==> config.mk <==
export PLATFORM = sky130hd
export DESIGN_NAME = memory_access_module
export DESIGN_NICKNAME = d
export VERILOG_FILES = /design/src/rtl/memory_access_module.sv
export SDC_FILE = /design/constraint.sdc
export NUM_CORES = 1
export LEC_CHECK = 0
export BUFFER_PORTS_ARGS = -buffer_cell sky130_fd_sc_hd__buf_2
export CAP_MARGIN = 30
export CORE_AREA = 2 2 206 208
export CTS_BUF_LIST = sky130_fd_sc_hd__clkbuf_16
export CTS_CLUSTER_SIZE = 40
export DETAILED_ROUTE_END_ITERATION = 7
export DIE_AREA = 0 0 208 210
export PLACE_DENSITY_LB_ADDON = 0.05
export SLEW_MARGIN = 5
export SYNTH_ARGS = -nofsm -noshare
export SYNTH_HDL_FRONTEND = slang
export SYNTH_SLANG_ARGS = --single-unit
==> constraint.sdc <==
create_clock -name clk -period 11.1 [get_ports clk]
set_input_delay 0.555 -clock clk [delete_from_list [all_inputs] [get_ports clk]]
set_output_delay 0.555 -clock clk [all_outputs]
set_load 0.02 [all_outputs]
==> src/rtl/memory_access_module.sv <==
// Memory stage: passes ALU results through, or runs scalar/vector (1 or 4 beat)
// word loads and stores on a single-cycle-latency memory port. Optional MEM_STALL_CNT_EN.
module memory_access_module (
  input  logic         clk,
  input  logic         rst,
  input  logic         in_valid,
  input  logic         MemRead1,
  input  logic         MemWrite1,
  input  logic         RegWrite1,
  input  logic         VF1,
  input  logic [3:0]   R_V_dest1,
  input  logic [127:0] ALURES1,
  input  logic [127:0] StoreData1,
  output logic         stall,
  output logic [31:0]  mem_addr,
  output logic         mem_re,
  output logic         mem_we,
  output logic [31:0]  mem_wdata,
  input  logic [31:0]  mem_rdata,
  output logic         out_valid,
  output logic         RegWrite2,
  output logic         VF2,
  output logic [3:0]   R_V_dest2,
  output logic [127:0] ALURES2,
  output logic [31:0]  stall_count
);

  typedef enum logic [1:0] {IDLE, RD, RD_DRAIN, WR} state_t;

  state_t         r_state;
  logic [1:0]     r_beat;
  logic [1:0]     r_last_beat;
  logic           r_regwrite;
  logic           r_vf;
  logic [3:0]     r_dest;
  logic [2:0][31:0] r_store_hi;  // store lanes 1..3; lane 0 goes out directly at acceptance
  logic [2:0][31:0] r_load_buf;  // load lanes 0..2; the last lane comes straight from mem_rdata

  logic [31:0]    r_mem_addr;
  logic           r_mem_re;
  logic           r_mem_we;
  logic [31:0]    r_mem_wdata;
  logic           r_out_valid;
  logic           r_regwrite2;
  logic           r_vf2;
  logic [3:0]     r_dest2;
  logic [127:0]   r_alures2;

  logic           w_mem_op;
  logic           w_accept_mem;

  assign w_mem_op     = in_valid & (MemRead1 | MemWrite1);
  assign w_accept_mem = (r_state == IDLE) & w_mem_op;

  // Stall must reach upstream in the acceptance cycle itself, so it is combinational.
  assign stall = ~rst & ((r_state != IDLE) | w_accept_mem);

  // NOTE: the lane buffers carry no reset; every lane is written before it is read.
  always_ff @(posedge clk) begin
    if (w_accept_mem) begin
      r_store_hi <= StoreData1[127:32];
    end
    if (r_state == RD && r_beat != 2'd0) begin
      r_load_buf[r_beat - 2'd1] <= mem_rdata;
    end
  end

  always_ff @(posedge clk) begin
    if (rst) begin
      r_state     <= IDLE;
      r_beat      <= '0;
      r_last_beat <= '0;
      r_regwrite  <= 1'b0;
      r_vf        <= 1'b0;
      r_dest      <= '0;
      r_mem_addr  <= '0;
      r_mem_re    <= 1'b0;
      r_mem_we    <= 1'b0;
      r_mem_wdata <= '0;
      r_out_valid <= 1'b0;
      r_regwrite2 <= 1'b0;
      r_vf2       <= 1'b0;
      r_dest2     <= '0;
      r_alures2   <= '0;
    end else begin
      // NOTE: this default makes out_valid a one-cycle pulse; later assignments win.
      r_out_valid <= 1'b0;
      case (r_state)
        IDLE: begin
          if (in_valid && (MemRead1 || MemWrite1)) begin
            r_regwrite  <= RegWrite1;
            r_vf        <= VF1;
            r_dest      <= R_V_dest1;
            r_beat      <= 2'd0;
            r_last_beat <= VF1 ? 2'd3 : 2'd0;
            r_mem_addr  <= {ALURES1[31:2], 2'b00};
            // A combined read+write request is a store.
            if (MemWrite1) begin
              r_mem_we    <= 1'b1;
              r_mem_wdata <= StoreData1[31:0];
              r_state     <= WR;
            end else begin
              r_mem_re <= 1'b1;
              r_state  <= RD;
            end
          end else if (in_valid) begin
            r_out_valid <= 1'b1;
            r_regwrite2 <= RegWrite1;
            r_vf2       <= VF1;
            r_dest2     <= R_V_dest1;
            r_alures2   <= ALURES1;
          end
        end

        RD: begin
          if (r_beat == r_last_beat) begin
            r_mem_re <= 1'b0;
            r_state  <= RD_DRAIN;
          end else begin
            r_beat     <= r_beat + 2'd1;
            r_mem_addr <= r_mem_addr + 32'd4;
          end
        end

        RD_DRAIN: begin
          r_alures2   <= r_vf ? {mem_rdata, r_load_buf[2], r_load_buf[1], r_load_buf[0]}
                              : {96'd0, mem_rdata};
          r_out_valid <= 1'b1;
          r_regwrite2 <= r_regwrite;
          r_vf2       <= r_vf;
          r_dest2     <= r_dest;
          r_state     <= IDLE;
        end

        WR: begin
          if (r_beat == r_last_beat) begin
            // ALURES2 keeps its last value: RegWrite2=0 means nobody forwards it.
            r_mem_we    <= 1'b0;
            r_mem_wdata <= '0;
            r_out_valid <= 1'b1;
            r_regwrite2 <= 1'b0;
            r_vf2       <= r_vf;
            r_dest2     <= r_dest;
            r_state     <= IDLE;
          end else begin
            r_beat      <= r_beat + 2'd1;
            r_mem_addr  <= r_mem_addr + 32'd4;
            r_mem_wdata <= r_store_hi[r_beat];
          end
        end

        default: r_state <= IDLE;
      endcase
    end
  end

`ifdef MEM_STALL_CNT_EN
  logic [31:0] r_stall_count;

  always_ff @(posedge clk) begin
    if (rst) begin
      r_stall_count <= '0;
    end else if (stall) begin
      r_stall_count <= r_stall_count + 32'd1;
    end
  end

  assign stall_count = r_stall_count;
`else
  assign stall_count = '0;
`endif

  assign mem_addr  = r_mem_addr;
  assign mem_re    = r_mem_re;
  assign mem_we    = r_mem_we;
  assign mem_wdata = r_mem_wdata;
  assign out_valid = r_out_valid;
  assign RegWrite2 = r_regwrite2;
  assign VF2       = r_vf2;
  assign R_V_dest2 = r_dest2;
  assign ALURES2   = r_alures2;

endmodule

==> results.yml, run 1 <==
status:
  status: "finished clean"
grt:
  use_met3_pct: 7.02
  use_met1_pct: 33.5
  antenna_found_initial: 13
  top_usage_layer: "met2"
  grt_pass1_wl_mm: 84.5
  grt_max_degree: 84
  met2_usage_pct: 39.7
  gr-total-overflow: 0
  track_usage_pct: 25.3
  grt_pass1_vias: 13200
route:
  drt-vias-per-instance: 5.39
  drc: 0
  routed_wl_mm: 56.8
  wl_per_cell_um: 22.4
  drtIter0Drc: 1055
  vias: 13700
  drt_first_pass_iters: 5
  drtAntennaViolNets: 0
sta:
  hold_ws_ns: 0.151
  finalHoldViolations: 0
  setup_viol: 0
  worstMarginPinSlew_ns: 1.02
  clock.fmax_mhz: 288
  grt_setup_unrepaired: "no"
  fin_setup_tns_ns: 0
  post-route-period-util_pct: 31.2
  slew_violations: 0
  max_slew_margin_pct: 32.3
  min_period_ns: 3.47
  worst_slack_ns: 7.63
  worst_clock_skew_ns: 0.0222
floorplanning:
  fp-row-count: 75
  dieHeight_um: 210
  io_pins: 533
  die_w_um: 208
  core-area_mm2: 0.0415
  die_area_mm2: 0.0437
  start_util_pct: 39.5
cts:
  clockBufferDepth: 3
  cts_resized: 0
  clk_latency_ns: 0.58
  cts_hold_buf: 0
  cts_root_buf: "clkbuf_16"
  postCtsSetupBuffers: 0
  path_clk_slew_ns: 0.06
  htree_levels: 2
  cts_sinks: 401
  cts_tree: "yes"
  cts-buffers-inserted: 45
synth:
  ys_async_sr_fraction_pct: 0
  synthTopCellsByArea: "edfxtp_1 35%, dfxtp_1 26%, a221oi_1 5.1%, mux2i_1 4.7%, nor2_1 3.8%"
  synth_ff_type: "dfxtp_1"
  ys_seq_area_share_pct: 60.8
  ys_ff_latch: 401
  netlist_area_mm2: 0.0164
  yosysTopAreaCellShare_pct: 35.2
  ys_warn_count: 0
  yosysUniqueCellTypes: 59
  synthCells: 1513
  synth_edf_count: 192
  synth_area_leader_cell: "edfxtp_1"
  syn_avg_cell_area_um2: 10.8
layout:
  final_cell_area_mm2: 0.0206
  nFillCells: 3963
  fin_nets: 2259
  final_cell_mix: "497 x buf_2, 207 x dfxtp_1, 192 x edfxtp_1"
  drive_gt1_share_pct: 30.2
  final_cell_count_no_fill: 2539
  areaGrowthSynthToFinish_pct: 25.6
  utilization_pct: 49.6
  mostFrequentLayoutCell: "buf_2"
power_and_ir_drop:
  total_power_mw: 3.73
  power_density_mw_per_mm2: 181
  ir_worst_vdd_uv: 104
  p_leak_nw: 8.15
placement:
  port_buffers: 498
  place_ws_ns: 7.44
  hpwl_mm: 39.0
  dp.cells: 2445
  gp_congestion: 0.823
  dpl_cell_area_mm2: 0.0191
setup_path:
  arrival_ns: 3.95
  cp_top_family: "buffers and inverters"
  max_stage_delay_ns: 0.74
  path_common_cell: "buf_4"
  path_max_fanout: 77
  cp_slowest_cell: "dfxtp_1"
  critPathBufInv: 4
  crit_path_end_kind: "register"
  cp.required_ns: 11.58
  critPathKind: "register to register"
  cp_cell_sequence: "clkinv_1, a21oi_4, buf_4, buf_4, buf_16, a21o_1, nor2_1, a311oi_1"
  critPathLaunchType: "register"
hold_path:
  hold_path.class: "primary input to register"
flow_run:
  max_cap_violations: 0
final timing paths:
| check | start | to | slack [ns] | depth (start not counted) |
|---|---|---|---|---|
| worst max-delay path | r_state[1] | RegWrite2 | 7.63 | 8 |
| worst min-delay path | StoreData1[89] | r_store_hi[57] | 0.15 | 1 |
| worst max register to register | r_state[1] | RegWrite2 | 7.63 | 8 |
| worst min register to register | ALURES2[20] | ALURES2[20] | 0.45 | 2 |
area by class of cell:
type	instances	area, um2	share of cell area (%)
Clock buffer	47	1180	5.72
Inverter	9	36.3	0.176
Timing Repair Buffer	522	2730	13.3
Multi-Input combinational cell	976	5800	28.2
Tap cell	539	674	3.28
Antenna cell	8	20.0	0.0974
Clock inverter	37	178	0.864
Sequential cell	401	9950	48.4
worst reg2reg max path: cells and delay by family (launching register included):
family | cells | cell delay, ns
AO/OA/AOI/OAI | 3 | 0.92
flip-flops | 1 | 0.74
AND/OR/NAND/NOR | 1 | 0.08
buffers and inverters | 4 | 1.63
sequential cells by signal, indices dropped and copies added, names as in the netlist, 2 cells and up:
name and cells:
r_dest 4, r_state 2, R_V_dest2 4, r_load_buf 96, r_beat 2, mem_wdata 32
r_store_hi 96, ALURES2 128, mem_addr 30
power breakdown:
part / leakage (nW) / switching, mW / total [mW] / internal (mW)
Sequential: 3.49 / 0.0616 / 1.73 / 1.66
Clock: 0.759 / 0.609 / 1.39 / 0.784
Combinational: 3.91 / 0.405 / 0.612 / 0.208
Total: 8.15 / 1.07 / 3.73 / 2.66
cell families (layout without fill, tap and decap cells):
logic type | after synthesis | in the layout | share of synthesized area (%)
compound gates | 363 | 363 | 15.6
flops | 401 | 401 | 60.8
simple gates | 496 | 496 | 13.6
mux | 77 | 77 | 4.71
xor+xnor | 1 | 1 | 0.0535
fa+ha+maj | 5 | 5 | 0.382
other cells | 1 | 42 | 0.0229
buf+inv | 169 | 615 | 4.87
synthesized netlist by cell type, types with 4 or more instances:
cell,instances
a211oi_1,38
a21oi_1,64
a221oi_1,96
a22oi_1,42
a31oi_1,7
and2_1,8
and3_1,6
buf_1,10
buf_2,22
buf_4,34
clkbuf_1,93
dfxtp_1,209
edfxtp_1,192
ha_1,5
inv_1,7
mux2i_1,77
nand2_1,139
nand3_1,19
nand4_1,10
nor2_1,167
nor2b_1,7
nor3_1,111
nor4_1,4
o211ai_1,32
o21ai_0,53
o22ai_1,8
per-layer routing:
layer / vias up / wire length [um]
met1: 6523 / 24300
met5: - / 91
met4: 14 / 1610
li1: 6497 / -
met3: 99 / 4670
met2: 550 / 26100
Note: power is estimated with default switching activity, not from simulation.
==> run 2: changes to the inputs <==
==> constraint.sdc (replaced) <==
create_clock -name clk -period 2.9 [get_ports clk]
set_input_delay 0.145 -clock clk [delete_from_list [all_inputs] [get_ports clk]]
set_output_delay 0.145 -clock clk [all_outputs]
set_load 0.02 [all_outputs]
==> run 2 against run 1 <==
Combinational power grew to 4.4 times the previous value. First-iteration DRC count is 21% higher. Maximum frequency is 32% higher. Highest routed layer is now met4. Register-to-register slack worse by 7.4 ns. Sequential share of layout area is 6.5 points lower. Wire length is 3.6% higher. Final area is 16% higher. Clock skew is 0.011 ns lower.
==> results.yml, run 2 (synthesis results as in run 1) <==
layout:
  final_cell_area_mm2: 0.0238
  drive_gt1_share_pct: 26.9
  nFillCells: 3651
  areaGrowthSynthToFinish_pct: 45.1
  seqCellArea_mm2: 0.00995
  multiInputGateArea_mm2: 0.00580
  largest_reg_flops: 128
  mostFrequentLayoutCell: "buf_2"
  final_cell_mix: "497 x buf_2, 298 x dlygate4sd3_1, 207 x dfxtp_1"
  utilization_pct: 57.3
  final_cell_count_no_fill: 2842
  fin_nets: 2568
setup_path:
  r2r_slack_ns: 0.27
  arrival_ns: 3.15
  critPathKind: "register to register"
  critPathLaunchType: "register"
  cp_slowest_cell: "dlygate4sd3_1"
  max_stage_delay_ns: 0.56
  path_depth: 6
  path_max_fanout: 15
  cp-startpoint: "r_beat[1]"
  rr_worst_depth: 6
  r2r_start: "r_beat[1]"
  path_common_cell: "nand3_1"
  critPathBufInv: 1
  endpoint: "mem_addr[27]"
  r2r_end: "mem_addr[27]"
  cp_top_family: "simple AND/OR/NAND/NOR gates"
  cp_cell_sequence: "or3_1, nand3_1, nand2_2, nand3_1, a31oi_1, dlygate4sd3_1"
  cp.required_ns: 3.42
  crit_path_end_kind: "register"
power_and_ir_drop:
  p_leak_nw: 9.46
  power_density_mw_per_mm2: 628
  ir_worst_vdd_uv: 556
cts:
  cts-buffers-inserted: 45
  htree_levels: 2
  cts_root_buf: "clkbuf_16"
  postCtsSetupBuffers: 0
  clk_latency_ns: 0.57
  cts_tree: "yes"
  cts_sinks: 401
  path_clk_slew_ns: 0.06
  clockBufferDepth: 3
floorplanning:
  die_area_mm2: 0.0437
  fp-row-count: 75
  start_util_pct: 39.5
  io_pins: 533
  dieHeight_um: 210
  die_w_um: 208
  core-area_mm2: 0.0415
grt:
  grt_pass1_wl_mm: 88.4
  grt_pass1_vias: 14600
  track_usage_pct: 26.0
  grt_max_degree: 129
  gr-total-overflow: 0
  antenna_found_initial: 3
sta:
  max_slew_margin_pct: 32.4
  min_period_ns: 2.63
  setup_viol: 0
  clock.fmax_mhz: 380
  slew_violations: 0
  fin_setup_tns_ns: 0
  finalHoldViolations: 0
  post-route-period-util_pct: 90.8
  worst_clock_skew_ns: 0.0108
  worstMarginPinSlew_ns: 1.01
  grt_setup_unrepaired: "no"
flow_run:
  max_cap_violations: 0
route:
  drt-vias-per-instance: 5.25
  drtIter0Drc: 1274
  wl_per_cell_um: 20.7
  drtAntennaViolNets: 0
  drc: 0
  routed_wl_mm: 58.9
  drt_first_pass_iters: 5
  vias: 14900
placement:
  port_buffers: 498
  dpl_cell_area_mm2: 0.0193
  hpwl_mm: 39.4
  gp_congestion: 0.851
  dp.cells: 2458
status:
  status: "finished clean"
hold_path:
  hold_path.class: "primary input to register"
==> run 2: where the power goes <==
part	internal [mW]	leakage, nW	total, mW	switching, mW
clock network	3.23	0.743	5.60	2.37
logic	1.08	5.23	2.71	1.63
registers	6.37	3.49	6.60	0.233
==> run 2: repair_timing <==
item                                   4_1_cts  5_1_grt
hold buffers                               298        0
resized for setup                            0        1
setup endpoints to repair                    0        1
endpoints found under the hold margin      390        0
==> run 2: layer usage <==
metal | part of all wire (%) | global-route usage, %
met1 | 43 | 34.4
met2 | 47 | 42.3
met3 | 7.1 | 5.56
met4 | 3.2 | 9.17
met5 | 0 | 0
==> run 2: worst min-delay path by stage <==
stage | startpoint | endpoint | slack [ns] | cells past startpoint
6_report | StoreData1[61] | r_store_hi[29] | 0.28 | 2
5_1_grt | StoreData1[101] | r_store_hi[69] | 0.27 | 2
4_1_cts | StoreData1[61] | r_store_hi[29] | 0.24 | 2
3_5_place_dp | StoreData1[52] | r_store_hi[20] | 0.32 | 1
3_3_place_gp | StoreData1[52] | r_store_hi[20] | 0.32 | 1
2_1_floorplan | mem_rdata[0] | r_load_buf[0] | 0.24 | 0
==> run 2: through the flow <==
step	total power, mW	setup slack, ns	hold WS, ns
4_1_cts	15.0	0.0979	0.242
3_3_place_gp	9.06	0.528	0.321
6_report	14.9	0.267	0.275
3_5_place_dp	9.10	0.518	0.323
2_1_floorplan	8.14	0.0609	0.244
5_1_grt	15.5	0.155	0.266
==> run 2: cell type report <==
| type | instances | share of cell area [%] |
|---|---|---|
| flip-flops and latches | 401 | 41.9 |
| repair buffers | 831 | 24.7 |
| multi-input cells | 976 | 24.4 |
| clock buffers | 46 | 4.85 |
| well taps | 539 | 2.84 |
| clock inverters | 37 | 1.16 |
| inverters | 9 | 0.153 |
| diodes | 3 | 0.0316 |
==> run 3: changes to the inputs <==
--- a/config.mk
+++ b/config.mk
@@ -7,12 +7,14 @@
 export LEC_CHECK = 0
 export BUFFER_PORTS_ARGS = -buffer_cell sky130_fd_sc_hd__buf_2
 export CAP_MARGIN = 30
-export CORE_AREA = 2 2 206 208
+export CELL_PAD_IN_SITES_DETAIL_PLACEMENT = 0
+export CELL_PAD_IN_SITES_GLOBAL_PLACEMENT = 1
+export CORE_UTILIZATION = 30
 export CTS_BUF_LIST = sky130_fd_sc_hd__clkbuf_16
 export CTS_CLUSTER_SIZE = 40
 export DETAILED_ROUTE_END_ITERATION = 7
-export DIE_AREA = 0 0 208 210
 export PLACE_DENSITY_LB_ADDON = 0.05
+export REMOVE_ABC_BUFFERS = 1
 export SLEW_MARGIN = 5
 export SYNTH_ARGS = -nofsm -noshare
 export SYNTH_HDL_FRONTEND = slang
==> run 3 against run 2 <==
Maximum frequency up 8.7%. Combinational power barely moved. Sequential power is essentially flat. Worst hold slack got worse by 0.21 ns. Utilization is 13 points lower. Clock-buffer cell count increased by 4. Largest cell class unchanged.
==> results.yml, run 3 (synthesis results as in run 1) <==
power_and_ir_drop:
  p_clk_share_pct: 38.6
  p_int_mw: 10.8
  combPwrFrac_pct: 17.9
  swShare_pct: 28.4
  switching_power_mw: 4.30
  total_power_mw: 15.1
  power_density_mw_per_mm2: 629
  p_leak_nw: 9.51
  ir_worst_vdd_uv: 468
  sequentialPowerShare_pct: 43.6
sta:
  max_slew_margin_pct: 48.8
  worstMarginPinSlew_ns: 0.768
  finalHoldViolations: 0
  clock.fmax_mhz: 413
  grt_setup_unrepaired: "no"
  post-route-period-util_pct: 83.6
  min_period_ns: 2.42
  worst_slack_ns: 0.477
  worst_clock_skew_ns: 0.0253
  fin_setup_tns_ns: 0
  slew_violations: 0
  setup_viol: 0
setup_path:
  critPathBufInv: 0
  cp.required_ns: 3.35
  path_max_fanout: 8
  critPathLaunchType: "register"
  critPathKind: "register to register"
  cp_top_family: "simple AND/OR/NAND/NOR gates"
  arrival_ns: 2.87
  max_stage_delay_ns: 0.77
  cp_slowest_cell: "or4_1"
  crit_path_end_kind: "register"
  cp_cell_sequence: "ha_1, nand3_2, or4_1, nor4_2, mux2i_1, o22ai_1"
cts:
  clk_latency_ns: 0.59
  cts_tree: "yes"
  cts-buffers-inserted: 48
  cts_sinks: 401
  cts_root_buf: "clkbuf_16"
  cts_resized: 0
  path_clk_slew_ns: 0.06
  htree_levels: 2
  clockBufferDepth: 3
layout:
  mostFrequentLayoutCell: "buf_2"
  final_cell_mix: "497 x buf_2, 297 x dlygate4sd3_1, 206 x dfxtp_1"
  final_cell_count_no_fill: 3007
  largest_reg_flops: 128
  drive_gt1_share_pct: 27.3
  areaGrowthSynthToFinish_pct: 47.0
  fin_nets: 2573
  utilization_pct: 44.6
route:
  vias: 14700
  drtAntennaViolNets: 0
  drt-vias-per-instance: 4.87
  drt_first_pass_iters: 5
  routed_wl_mm: 58.5
  drc: 0
  drtIter0Drc: 626
  wl_per_cell_um: 19.5
flow_run:
  max_cap_violations: 0
grt:
  grt_pass1_wl_mm: 88.9
  antenna_found_initial: 1
  grt_max_degree: 137
  track_usage_pct: 20.6
  grt_pass1_vias: 14600
  gr-total-overflow: 0
floorplanning:
  die_area_mm2: 0.0555
  io_pins: 533
  start_util_pct: 30.4
  dieHeight_um: 236
  core-area_mm2: 0.0539
  fp-row-count: 85
  die_w_um: 236
placement:
  port_buffers: 498
  place_ws_ns: 0.483
  dp.cells: 2618
  hpwl_mm: 37.7
  gp_congestion: 0.784
status:
  status: "finished clean"
hold_path:
  hold_path.class: "primary input to register"
run 3: power groups by stage:
stage	logic (mW)	registers (mW)	clock network [mW]
after floorplan	1.00	7.09	0
after global placement	2.40	6.70	0
after detailed placement	2.42	6.72	0
after CTS	2.74	6.60	6.00
after global routing	2.94	6.64	6.22
final	2.70	6.60	5.84
run 3: area by class of cell:
cell class                      count  area [um2]
Antenna cell                        2        5.00
Clock buffer                       50        1250
Clock inverter                     40         264
Fill cell                        5229       29900
Inverter                            9        36.3
Multi-Input combinational cell    976        5810
Sequential cell                   401        9950
Tap cell                          696         871
Timing Repair Buffer              833        5870
run 3: repair_timing:
item,in CTS,in global routing
hold buffers,297,0
endpoints found under the hold margin,388,0
setup buffers,0,0
run 3: final timing paths:
path	startpoint	end	slack (ns)	cells past startpoint
setup / recovery	mem_addr[2]	mem_addr[26]	0.48	6
hold / removal	rst	r_beat[0]	0.07	2
setup reg to reg	mem_addr[2]	mem_addr[26]	0.48	6
hold reg to reg	ALURES2[23]	ALURES2[23]	0.45	2
run 3: through the flow:
step	instance area (um2)	hold slack, ns
finish	24100	0.0673
global placement	19600	0.321
detailed placement	19600	0.323
floorplan	15700	0.214
global route	24100	0.0847
CTS	24100	0.0436
run 3: worst reg2reg max path, cell delays in order, from the launching register on:
cell,delay (ns)
dfxtp_1,0.41
ha_1,0.23
nand3_2,0.18
or4_1,0.77
nor4_2,0.37
mux2i_1,0.23
o22ai_1,0.10
run 3: metal layers:
metal	vias to the layer above	part of all wire, %	GRT usage, %
met1	7027	43	26.0
met4	0	2.9	7.11
met5	-	0	0
met3	81	5.5	4.60
li1	7131	-	-
met2	416	48	34.6
